`src/rtl/rx_move_pkg.sv`:
```
// Shared types and constants for the UART move-frame parser.
`timescale 1ns/1ps
package rx_move_pkg;
  localparam int BOARD_SIZE_DEF = 19;
  localparam int COORD_W_DEF    = 5;

  localparam logic [7:0] ASCII_0  = 8'h30;
  localparam logic [7:0] ASCII_9  = 8'h39;
  localparam logic [7:0] ASCII_CR = 8'h0D;
  localparam logic [7:0] ASCII_LF = 8'h0A;

  typedef enum logic [2:0] {B0, B1, B2, B3, HOLD} moveStateT;
endpackage

```
`src/rtl/rx_move_parser_if.sv`:
```
// Receiver byte stream in, engine move handshake out, plus status pulses.
`timescale 1ns/1ps
interface rx_move_parser_if #(parameter int COORD_W = rx_move_pkg::COORD_W_DEF);
  logic [7:0]         rx_data;
  logic               rx_valid;
  logic               rx_eop;
  logic [COORD_W-1:0] move_row;
  logic [COORD_W-1:0] move_col;
  logic               move_valid;
  logic               move_ready;
  logic               frame_err;
  logic               overrun;
  logic               busy;

  // master: receiver + engine side; slave: the parser
  modport master (output rx_data, rx_valid, rx_eop, move_ready,
                  input  move_row, move_col, move_valid, frame_err, overrun, busy);
  modport slave  (input  rx_data, rx_valid, rx_eop, move_ready,
                  output move_row, move_col, move_valid, frame_err, overrun, busy);
endinterface

```
`src/rtl/ascii_digit_decode.sv`:
```
// Combinational ASCII decimal digit decoder.
`timescale 1ns/1ps
module ascii_digit_decode
  import rx_move_pkg::*;
(
  input  logic [7:0] byteIn,
  output logic       isDigit,
  output logic [3:0] value
);
  assign isDigit = (byteIn >= ASCII_0) && (byteIn <= ASCII_9);
  // low nibble of '0'..'9' is already the binary value
  assign value   = byteIn[3:0];
endmodule

```
`src/rtl/rx_move_parser.sv`:
```
// Assembles "RRCC" ASCII frames into board coordinates for the engine.
// Define RX_MOVE_EOP_ABORT_EN to make end-of-packet abort a partial frame.
`timescale 1ns/1ps
module rx_move_parser
  import rx_move_pkg::*;
#(
  parameter int BOARD_SIZE = BOARD_SIZE_DEF,
  parameter int COORD_W    = COORD_W_DEF
) (
  input logic clk,
  input logic rst,
  rx_move_parser_if.slave bus
);
  moveStateT  state;
  logic [3:0] rowTens, rowOnes, colTens;
  logic       isDigit;
  logic [3:0] digitVal;
  logic [6:0] rowFull, colFull;
  logic       inRange;
  logic       isCrLf;

  ascii_digit_decode uDec (.byteIn(bus.rx_data), .isDigit(isDigit), .value(digitVal));

  // column ones digit comes straight from the current byte
  assign rowFull = 7'(rowTens) * 7'd10 + 7'(rowOnes);
  assign colFull = 7'(colTens) * 7'd10 + 7'(digitVal);
  assign inRange = (rowFull != 7'd0) && (rowFull <= 7'(BOARD_SIZE)) &&
                   (colFull != 7'd0) && (colFull <= 7'(BOARD_SIZE));
  assign isCrLf  = (bus.rx_data == ASCII_CR) || (bus.rx_data == ASCII_LF);

  always_ff @(posedge clk or posedge rst) begin
    if (rst) begin
      state          <= B0;
      rowTens        <= '0;
      rowOnes        <= '0;
      colTens        <= '0;
      bus.move_row   <= '0;
      bus.move_col   <= '0;
      bus.move_valid <= 1'b0;
      bus.frame_err  <= 1'b0;
      bus.overrun    <= 1'b0;
      bus.busy       <= 1'b0;
    end else begin
      bus.frame_err <= 1'b0;
      bus.overrun   <= 1'b0;
      case (state)
        B0: begin
          if (bus.rx_valid) begin
            if (isDigit) begin
              rowTens  <= digitVal;
              state    <= B1;
              bus.busy <= 1'b1;
            end else if (!isCrLf) begin
              bus.frame_err <= 1'b1;
            end
          end
        end
        B1, B2, B3: begin
          if (bus.rx_valid) begin
            if (!isDigit) begin
              bus.frame_err <= 1'b1;
              state         <= B0;
              bus.busy      <= 1'b0;
            end else if (state == B1) begin
              rowOnes <= digitVal;
              state   <= B2;
            end else if (state == B2) begin
              colTens <= digitVal;
              state   <= B3;
            end else begin
              bus.busy <= 1'b0;
              if (inRange) begin
                bus.move_row   <= COORD_W'(rowFull);
                bus.move_col   <= COORD_W'(colFull);
                bus.move_valid <= 1'b1;
                state          <= HOLD;
              end else begin
                bus.frame_err <= 1'b1;
                state         <= B0;
              end
            end
          end
`ifdef RX_MOVE_EOP_ABORT_EN
          else if (bus.rx_eop) begin
            bus.frame_err <= 1'b1;
            state         <= B0;
            bus.busy      <= 1'b0;
          end
`endif
        end
        HOLD: begin
          // nowhere to put a byte while a move is pending
          if (bus.rx_valid) bus.overrun <= 1'b1;
          if (bus.move_ready) begin
            bus.move_valid <= 1'b0;
            state          <= B0;
          end
        end
        default: begin
          state    <= B0;
          bus.busy <= 1'b0;
        end
      endcase
    end
  end
endmodule
```
`src/flat_wrapper.sv`:
```
// flat-port wrapper written by rule: the top's interface ports become plain ports
module rx_move_parser_flat import rx_move_pkg::*;
#(
  parameter int BOARD_SIZE = BOARD_SIZE_DEF,
  parameter int COORD_W    = COORD_W_DEF
)
  (clk, rst, bus_rx_data, bus_rx_valid, bus_rx_eop, bus_move_ready, bus_move_row, bus_move_col, bus_move_valid, bus_frame_err, bus_overrun, bus_busy);
  rx_move_parser_if #(.COORD_W(COORD_W)) bus_i ();
  input logic clk;
  input logic rst;
  input wire logic [$bits(bus_i.rx_data)-1:0] bus_rx_data;
  input wire logic [$bits(bus_i.rx_valid)-1:0] bus_rx_valid;
  input wire logic [$bits(bus_i.rx_eop)-1:0] bus_rx_eop;
  input wire logic [$bits(bus_i.move_ready)-1:0] bus_move_ready;
  output wire logic [$bits(bus_i.move_row)-1:0] bus_move_row;
  output wire logic [$bits(bus_i.move_col)-1:0] bus_move_col;
  output wire logic [$bits(bus_i.move_valid)-1:0] bus_move_valid;
  output wire logic [$bits(bus_i.frame_err)-1:0] bus_frame_err;
  output wire logic [$bits(bus_i.overrun)-1:0] bus_overrun;
  output wire logic [$bits(bus_i.busy)-1:0] bus_busy;
  assign bus_i.rx_data = bus_rx_data;
  assign bus_i.rx_valid = bus_rx_valid;
  assign bus_i.rx_eop = bus_rx_eop;
  assign bus_i.move_ready = bus_move_ready;
  assign bus_move_row = bus_i.move_row;
  assign bus_move_col = bus_i.move_col;
  assign bus_move_valid = bus_i.move_valid;
  assign bus_frame_err = bus_i.frame_err;
  assign bus_overrun = bus_i.overrun;
  assign bus_busy = bus_i.busy;
  rx_move_parser #(.BOARD_SIZE(BOARD_SIZE), .COORD_W(COORD_W)) u_core (.clk(clk), .rst(rst), .bus(bus_i));
endmodule
```
`config.mk`:
```
export PLATFORM = sky130hd
export DESIGN_NAME = rx_move_parser_flat
export DESIGN_NICKNAME = d
export VERILOG_FILES = /design/src/rtl/rx_move_pkg.sv /design/src/rtl/rx_move_parser_if.sv /design/src/rtl/ascii_digit_decode.sv /design/src/rtl/rx_move_parser.sv /design/src/flat_wrapper.sv
export SDC_FILE = /design/constraint.sdc
export NUM_CORES = 1
export LEC_CHECK = 0
export ABC_CLOCK_PERIOD_IN_PS = 3000
export CAP_MARGIN = 0
export CORE_UTILIZATION = 48
export DETAILED_ROUTE_END_ITERATION = 7
export HOLD_SLACK_MARGIN = 0.02
export PLACE_DENSITY = 0.85
export SLEW_MARGIN = 20
export SYNTH_ARGS = -nofsm -noshare
export SYNTH_HDL_FRONTEND = slang
export SYNTH_SLANG_ARGS = --single-unit
```
`constraint.sdc`:
```
create_clock -name clk -period 3 [get_ports clk]
set_clock_uncertainty 0.15 [all_clocks]
set_input_delay 0.6 -clock clk [delete_from_list [all_inputs] [get_ports clk]]
set_output_delay 0.6 -clock clk [all_outputs]
set_load 0.02 [all_outputs]
```
==> results.yml, run 1 <==
timing:
  relSlewSlack_pct: 76.1
  min_period_ps: 3210
  hold_slack_ps: 366
  setup_viol: 12
  slew_viol_final: 0
  timing.final.crit_share_pct: 107
  rsz0062_at_grt: "yes"
  clock.fmax_mhz: 312
  final.setup.worst_slack_ps: -209
  worst_pin_slew_ps: 353
  hold_viol: 0
worst_setup_path:
  r2r-start: "u_core.colTens[1]"
  endpoint_kind: "flop"
  critPathRequiredTime_ps: 3010
  crit_fanout: 3
  cp-startpoint: "u_core.colTens[1]"
  cp-start-kind: "flop"
  crit_arrival_ps: 3220
  criticalPathCategory: "flop to flop"
clock_tree:
  cts.htree.levels: 2
  cts_hold_buf: 0
  clk-insertion-delay-late_ps: 280
  clock_sinks: 29
  cts_max_path_buffers: 2
  cts.reportedPaths.clkPinSlew_ps: 60
  cts_tree: "yes"
  cts_inserted_buffers: 5
  clockRootBuffer: "clkbuf_8"
final_layout:
  area_growth_syn_to_layout_pct: 39.2
  nets: 249
  layout.cells.non_filler: 267
  fin_area_sq_um: 2490
  drive_gt1_share_pct: 34.8
  n_antenna_cell: 0
run_status:
  status: "finished, violations left"
  violations: "negative setup slack"
synth:
  synth-edff-count: 0
  syn_inst: 162
  synthSimpleGateAreaFrac_pct: 15.6
  synth-xor-area-share_pct: 3.91
  yosysWarnings: 0
  synth_flop_cell: "dfrtp_1"
  synth_top_family_by_area: "simple AND/OR/NAND/NOR gates"
  ys_types: 41
  synthMuxAreaShare_pct: 12.8
  synth_nets: 191
  seq_area_frac_synth_pct: 40.5
  synth_area_per_cell_sq_um: 11.1
  synth_compound_area_share_pct: 9.71
  synth-adder-area-share_pct: 12.8
  synthesis.area_sq_um: 1790
  synthArstFlopShare_pct: 100
  synth-seq-cells: 29
worst_hold_path:
  min_path_type: "flop to flop"
  hold_start: "u_core.bus.move_col[0]"
detailed_routing:
  drt-pass1-iter-count: 4
  dr.max_layer_used: "met4"
  wl_met3_um: 207
  ant_nets: 0
  drt_iter0_markers: 100
  drt-total-wl_um: 4180
  wl_met2_um: 2160
  remaining_drc_errors: 0
  m1WireLength_um: 1720
  vias: 1427
  vias_per_cell: 5.34
  wl_per_cell_um: 15.7
floorplan:
  coreArea_sq_um: 3440
  dieArea_sq_um: 3980
  rows: 21
  start_util_pct: 52.1
  die_y_um: 63.1
  ios: 27
  die_w_um: 63.1
grt:
  grt_max_degree: 30
  grt.total_usage_pct: 23.6
  grt_pass1_wl_um: 7000
  antenna_found_initial: 0
  globalRouteOverflowTotal: 0
  grt_pass1_vias: 1497
placement:
  io_buffer_count: 25
  numPlacedInstances: 253
  place_congestion: 0.883
  preCtsSetupSlack_ps: -692
  dp_hpwl_um: 3030
  dpl-instance-area_sq_um: 2260
power_and_ir_drop:
  leakage_nw: 1.15
  pwr_density_cell_nw_per_um2: 441
  vdd_drop_max_v: 0.000320
  p_total_mw: 1.10
run:
  drv_cap: 0
cell usage in the layout (no fill, tap or decap), types with 3 or more instances in the layout:
master / count
a21oi_1: 3
buf_4: 27
buf_6: 3
clkbuf_8: 7
clkdlybuf4s50_1: 23
dfrtp_1: 29
ha_1: 7
ha_4: 3
inv_1: 12
inv_2: 3
mux2_2: 9
mux2_4: 7
mux2i_1: 3
nand2_1: 8
nor2_1: 13
nor2b_1: 3
nor3_1: 4
o21ai_0: 6
xor2_1: 6
timing repair:
item                                    in CTS  in global routing
endpoints found under the setup margin      12                 12
resized for setup                           13                  9
setup buffers                                4                  1
gates cloned                                 1                  0
pin swaps                                    5                  3
kinds of logic (layout without fill, tap and decap cells):
logic type | count (synthesis) | after routing
AND/OR/NAND/NOR | 46 | 46
flip-flops | 29 | 29
AO/OA/AOI/OAI | 24 | 24
buffers and inverters | 20 | 79
multiplexers | 19 | 19
adder cells (fa/ha/maj) | 16 | 16
XOR/XNOR | 8 | 8
layout make-up:
type | instances | area [sq um]
Multi-Input combinational cell | 113 | 1060
Fill cell | 220 | 948
Sequential cell | 29 | 726
Timing Repair Buffer | 56 | 489
Clock buffer | 7 | 96.3
Tap cell | 46 | 57.6
Inverter | 15 | 56.3
Clock inverter | 1 | 5.00
flip-flops by register name (all words and copies together) (netlist names):
name and cells:
u_core.bus.move_col 5, u_core.bus.move_row 5, u_core.colTens 4, u_core.rowOnes 4
u_core.rowTens 4, u_core.state 3, u_core.bus.busy 1, u_core.bus.frame_err 1
u_core.bus.move_valid 1, u_core.bus.overrun 1
per-stage QoR:
| step | utilization (%) | setup TNS [ps] |
|---|---|---|
| detailed placement | 65.8 | -7810 |
| floorplan | - | -807 |
| global placement | 65.8 | -6560 |
| finish | 72.4 | -2100 |
| CTS | 71.0 | -1900 |
| global route | 72.4 | -2900 |
synthesized netlist by cell type, drive strengths merged, types with 2 or more instances:
cell type	number	area, sq um
a211oi	2	25.0
a21oi	4	20.0
clkbuf	4	15.0
dfrtp	29	726
fa	4	80.1
ha	12	150
inv	15	56.3
mux2	16	199
mux2i	3	30.0
nand2	8	30.0
nand2b	2	12.5
nand3	2	10.0
nor2	13	48.8
nor2b	3	18.8
nor3	4	20.0
nor3b	2	15.0
nor4	3	33.8
o21ai	8	40.0
or2	2	12.5
or4	3	26.3
xnor2	2	17.5
xor2	6	52.6
metal layers:
metal / up-vias / global-route usage, %
met5: - / 0
met4: 0 / 10.2
met3: 10 / 4.89
met2: 56 / 41.4
met1: 676 / 27.6
li1: 685 / -
worst paths after layout:
kind | to | slack (ps) | depth (start not counted)
max | u_core.bus.move_col[1] | -210 | 10
min | u_core.bus.move_col[0] | 370 | 1
max reg2reg | u_core.bus.move_col[1] | -210 | 10
min reg2reg | u_core.bus.move_col[0] | 370 | 1
max in group asynchronous | u_core.bus.move_col[0] | 1870 | 3
min in group asynchronous | u_core.bus.move_col[2] | 560 | 3
critical path, stage by stage, from the launching register on:
cell and delay, ps:
dfrtp_1 390, ha_1 320, ha_2 190, inv_2 50, fa_2 460, nor4b_4 240
xnor2_1 110, or4_4 450, nor4_4 240, buf_4 200, mux2_4 300
power by group:
part           switching [mW]  internal, mW
clock network           0.145         0.207
registers              0.0170         0.410
logic                   0.156         0.164
total                   0.319         0.781
Power figures use the tool's default switching activity.
==> inputs of run 2 (changes only) <==
Settings changed: CORE_UTILIZATION 48 to 50, DONT_BUFFER_PORTS from default to 1, PLACE_DENSITY 0.85 to 0.78, RECOVER_POWER from default to 50.
==> run 2 against run 1 <==
  * The run still ends with negative setup slack left
  * Sequential cell count is the same
  * Worst setup slack better by 120 ps
  * Core utilization down 11 points
  * Routed wire length is 12% lower
  * Die area is 3.9% lower
  * Sequential power barely moved
  * Power decreased by 14%
  * Critical path depth did not move
  * Final cell count shrank 14%
  * Combinational power fell by 24%
  * Sequential share of layout area is 6.0 points higher
  * Clock power is 23% lower
  * Largest cell class unchanged
==> results.yml, run 2 (synthesis results as in run 1) <==
final_layout:
  nFillCells: 264
  area_growth_syn_to_layout_pct: 15.4
  top_regs: "u_core.bus.move_col (5), u_core.bus.move_row (5)"
  final_common_cell: "dfrtp_1"
  mostFrequentLayoutCells: "29 x dfrtp_1, 18 x buf_4, 13 x nor2_1, 13 x inv_1, 10 x ha_1"
  layout.cells.non_filler: 230
  fin_area_sq_um: 2070
  drive_gt1_share_pct: 32.6
  nets: 212
  finish.utilization_pct: 61.0
  n_antenna_cell: 0
timing:
  hold_viol: 0
  hold_slack_ps: 190
  clock.fmax_mhz: 324
  slew_viol_final: 0
  worst_pin_slew_ps: 1080
  setup_viol: 10
  relSlewSlack_pct: 27.7
  final.setup.worst_slack_ps: -88.6
  rsz0062_at_grt: "yes"
  tns_ps: -695
  min_period_ps: 3090
  timing.final.crit_share_pct: 103
detailed_routing:
  vias_per_cell: 5.69
  wl_per_cell_um: 16.0
  drt_iter0_markers: 30
  ant_nets: 0
  drt-pass1-iter-count: 4
  remaining_drc_errors: 0
  vias: 1309
  drt-total-wl_um: 3690
grt:
  grt_pass1_wl_um: 5710
  antenna_found_initial: 0
  grt.total_usage_pct: 20.9
  grt_max_degree: 30
  globalRouteOverflowTotal: 0
  grt_pass1_vias: 1338
worst_setup_path:
  cp-start-kind: "flop"
  reg2reg_setup_slack_ps: -90
  critPathRequiredTime_ps: 3070
  crit_fanout: 8
  endpoint_kind: "flop"
  criticalPathCategory: "flop to flop"
  crit_arrival_ps: 3150
floorplan:
  die_y_um: 61.9
  coreArea_sq_um: 3390
  ios: 27
  rows: 21
  dieArea_sq_um: 3830
  start_util_pct: 52.9
  die_w_um: 61.9
placement:
  numPlacedInstances: 219
  dpl-instance-area_sq_um: 1950
  dp_hpwl_um: 2780
  place_congestion: 0.778
  io_buffer_count: 0
clock_tree:
  clock_sinks: 29
  cts.reportedPaths.clkPinSlew_ps: 90
  cts_tree: "yes"
  cts_inserted_buffers: 5
  cts.htree.levels: 2
  clockRootBuffer: "clkbuf_4"
  cts_max_path_buffers: 2
  cts_hold_buf: 0
  clk-insertion-delay-late_ps: 320
power_and_ir_drop:
  vdd_drop_max_v: 0.000238
  leakage_nw: 0.982
  pwr_density_cell_nw_per_um2: 455
worst_hold_path:
  min_path_type: "input port to flop"
run_status:
  status: "finished, violations left"
  violations: "negative setup slack"
run:
  drv_cap: 0
## run 2: area by class of cell
cell class	instances	area (sq um)	share of cell area, %
clock inverter	1	5.00	0.242
sequential	29	726	35.1
multi-input combinational	113	1010	48.9
timing repair buffer	19	146	7.08
inverter	15	56.3	2.72
tap	46	57.6	2.78
clock buffer	7	65.1	3.15
## run 2: path summary, 6_finish.rpt
| path | startpoint | endpoint | cells past startpoint |
|---|---|---|---|
| min reg2reg | u_core.rowOnes[0] | u_core.bus.move_row[0] | 1 |
| max reg2reg | u_core.rowTens[3] | u_core.bus.move_col[4] | 10 |
| min | bus_move_ready | u_core.bus.move_valid | 1 |
| max | u_core.rowTens[3] | u_core.bus.move_col[4] | 10 |
| max in group asynchronous | rst | u_core.bus.frame_err | 1 |
| min in group asynchronous | rst | u_core.bus.move_row[1] | 1 |
## run 2: power breakdown
group | leakage [nW] | internal (mW) | switching (mW)
sequential | 0.380 | 0.409 | 0.0191
combinational | 0.560 | 0.113 | 0.130
clock | 0.0413 | 0.136 | 0.135
total | 0.982 | 0.658 | 0.284
## run 2: critical path, cell delays in order, from the launching register on
cell and delay (ps):
dfrtp_1 390, ha_1 290, ha_2 170, inv_2 40
fa_1 520, or3b_4 380, o311ai_2 90, a21oi_2 150
nor4_4 320, buf_6 180, mux2_4 300
## run 2: timing repair
action,CTS,global route
endpoints found under the hold margin,0,0
setup buffers,1,2
pin swaps,2,5
setup endpoints to repair,12,12
resized for setup,5,5
## run 2: metrics by stage
step           worst slack (ps)  power, mW
5_1_grt                    -204      0.992
3_3_place_gp               -138      0.623
3_5_place_dp               -220      0.637
6_report                  -88.6      0.942
2_1_floorplan              -155      0.580
4_1_cts                    -187      0.908
## run 2: metal layers
metal,vias to the layer above,part of all wire [%],wire length (um),track usage [%]
met2,57,49,1800,35.3
met5,-,0,0,0
met4,0,3.6,133,11.4
li1,610,-,-,-
met1,627,42,1540,23.7
met3,15,5.8,214,6.42
==> inputs of run 3 (changes only) <==
Settings changed: RECOVER_POWER 50 to 100.
==> run 3 against run 2 <==
  * The run still ends with negative setup slack left
  * Clock power hardly changed
  * Final cell count is the same
  * Sequential share of layout area increased by 0.11 points
  * Critical path depth unchanged
  * Worst setup slack about the same
  * Core utilization decreased by 0.18 points
  * Global-route usage stayed put
  * First-iteration DRC count up 37%
  * Critical endpoint unchanged
  * Largest cell class unchanged
==> results.yml, run 3 (synthesis results as in run 1) <==
grt:
  grt.total_usage_pct: 20.9
  use_met2_pct: 35.3
  globalRouteOverflowTotal: 0
  grt.met3_usage_pct: 6.42
  grt_max_degree: 30
  antenna_found_initial: 0
  grt_use_met1_pct: 23.7
  grt_pass1_wl_um: 5710
  grt_pass1_vias: 1338
  busiest_layer: "met2"
clock_tree:
  cts_inserted_buffers: 5
  clockRootBuffer: "clkbuf_4"
  cts.htree.levels: 2
  cts_tree: "yes"
  clock_sinks: 29
  clk-insertion-delay-late_ps: 320
  cts_max_path_buffers: 2
  cts.reportedPaths.clkPinSlew_ps: 90
floorplan:
  die_w_um: 61.9
  rows: 21
  dieArea_sq_um: 3830
  coreArea_sq_um: 3390
  start_util_pct: 52.9
  die_y_um: 61.9
  ios: 27
final_layout:
  mostFrequentLayoutCells: "29 x dfrtp_1, 18 x buf_4, 13 x nor2_1, 13 x inv_1, 10 x ha_1"
  area_growth_syn_to_layout_pct: 15.1
  final_common_cell: "dfrtp_1"
  nFillCells: 266
  fin_area_sq_um: 2060
  seqCellArea_sq_um: 726
  top_regs: "u_core.bus.move_col (5), u_core.bus.move_row (5)"
  drive_gt1_share_pct: 32.1
  multi_input_area_sq_um: 1010
  n_antenna_cell: 0
  nets: 212
placement:
  io_buffer_count: 0
  place_congestion: 0.778
  dp_hpwl_um: 2780
  dpl-instance-area_sq_um: 1950
timing:
  clock.fmax_mhz: 324
  worst_pin_slew_ps: 1060
  hold_viol: 0
  final.setup.worst_slack_ps: -88.6
  tns_ps: -701
  setup_viol: 10
  relSlewSlack_pct: 29.3
  timing.final.crit_share_pct: 103
  slew_viol_final: 0
  rsz0062_at_grt: "yes"
  min_period_ps: 3090
detailed_routing:
  remaining_drc_errors: 0
  drt-pass1-iter-count: 4
  vias: 1311
  vias_per_cell: 5.70
  drt-total-wl_um: 3690
  drt_iter0_markers: 41
  ant_nets: 0
  wl_per_cell_um: 16.0
worst_hold_path:
  min_to: "u_core.bus.move_valid"
  min_path_type: "input port to flop"
  hold_start: "bus_move_ready"
  min_path_cells: 1
worst_setup_path:
  reg2reg_setup_slack_ps: -90
  crit_arrival_ps: 3150
  r2r-end: "u_core.bus.move_col[4]"
  criticalPathCategory: "flop to flop"
  r2r-start: "u_core.rowTens[3]"
  endpoint_kind: "flop"
  critPathRequiredTime_ps: 3060
  r2r_cells: 10
  cp-start-kind: "flop"
  crit_fanout: 8
power_and_ir_drop:
  p_total_mw: 0.940
  pwr_density_cell_nw_per_um2: 456
  vdd_drop_max_v: 0.000238
  leakage_nw: 0.976
run_status:
  status: "finished, violations left"
  violations: "negative setup slack"
run:
  drv_cap: 0
## run 3: worst max-delay path: stages, from the launching register on
cell and delay (ps):
dfrtp_1 390, ha_1 290, ha_2 170, inv_2 40
fa_1 520, or3b_4 380, o311ai_2 90, a21oi_2 150
nor4_4 320, buf_6 180, mux2_4 300
## run 3: routing by layer
metal | part of all wire [%] | vias to the layer above
met5 | 0 | -
met4 | 2.6 | 0
met3 | 4.9 | 10
met2 | 50 | 45
met1 | 42 | 646
li1 | - | 610
## run 3: area by class of cell
cell class                      count  area share, %
Clock inverter                      1          0.243
Sequential cell                    29           35.2
Inverter                           15           2.73
Timing Repair Buffer               19           7.10
Tap cell                           46           2.79
Clock buffer                        7           3.16
Multi-Input combinational cell    113           48.8
## run 3: per-stage QoR
stage | hold WS, ps | std cells | setup WS, ps | util (%)
after global routing | 174 | 230 | -204 | 60.8
after global placement | 360 | 219 | -138 | 57.4
after detailed placement | 380 | 219 | -220 | 57.4
after CTS | 195 | 228 | -187 | 60.1
final | 194 | 230 | -88.6 | 60.8
after floorplan | 325 | 162 | -155 | -
## run 3: where the power goes
part           switching [mW]  leakage (nW)  internal, mW
logic                   0.130         0.555         0.113
registers              0.0191         0.380         0.409
clock network           0.133        0.0413         0.136
total                   0.282         0.976         0.658
## run 3: repair_timing
action,4_1_cts,5_1_grt
hold buffers,0,0
hold endpoints to repair,0,0
pin swaps,2,5
buffers inserted,1,2
gates resized for setup,5,5
setup endpoints to repair,12,12
## run 3: worst max-delay path by stage
stage                           start                     end  slack [ps]  cells past startpoint
floorplan           u_core.colTens[1]  u_core.bus.move_col[4]        -150                     10
global placement    u_core.colTens[1]  u_core.bus.move_row[0]        -140                     10
detailed placement  u_core.rowTens[1]  u_core.bus.move_col[4]        -220                     10
global route        u_core.rowTens[3]  u_core.bus.move_col[4]        -200                     10
CTS                 u_core.colTens[1]  u_core.bus.move_col[4]        -190                     10
finish              u_core.rowTens[3]  u_core.bus.move_col[4]         -90                     10
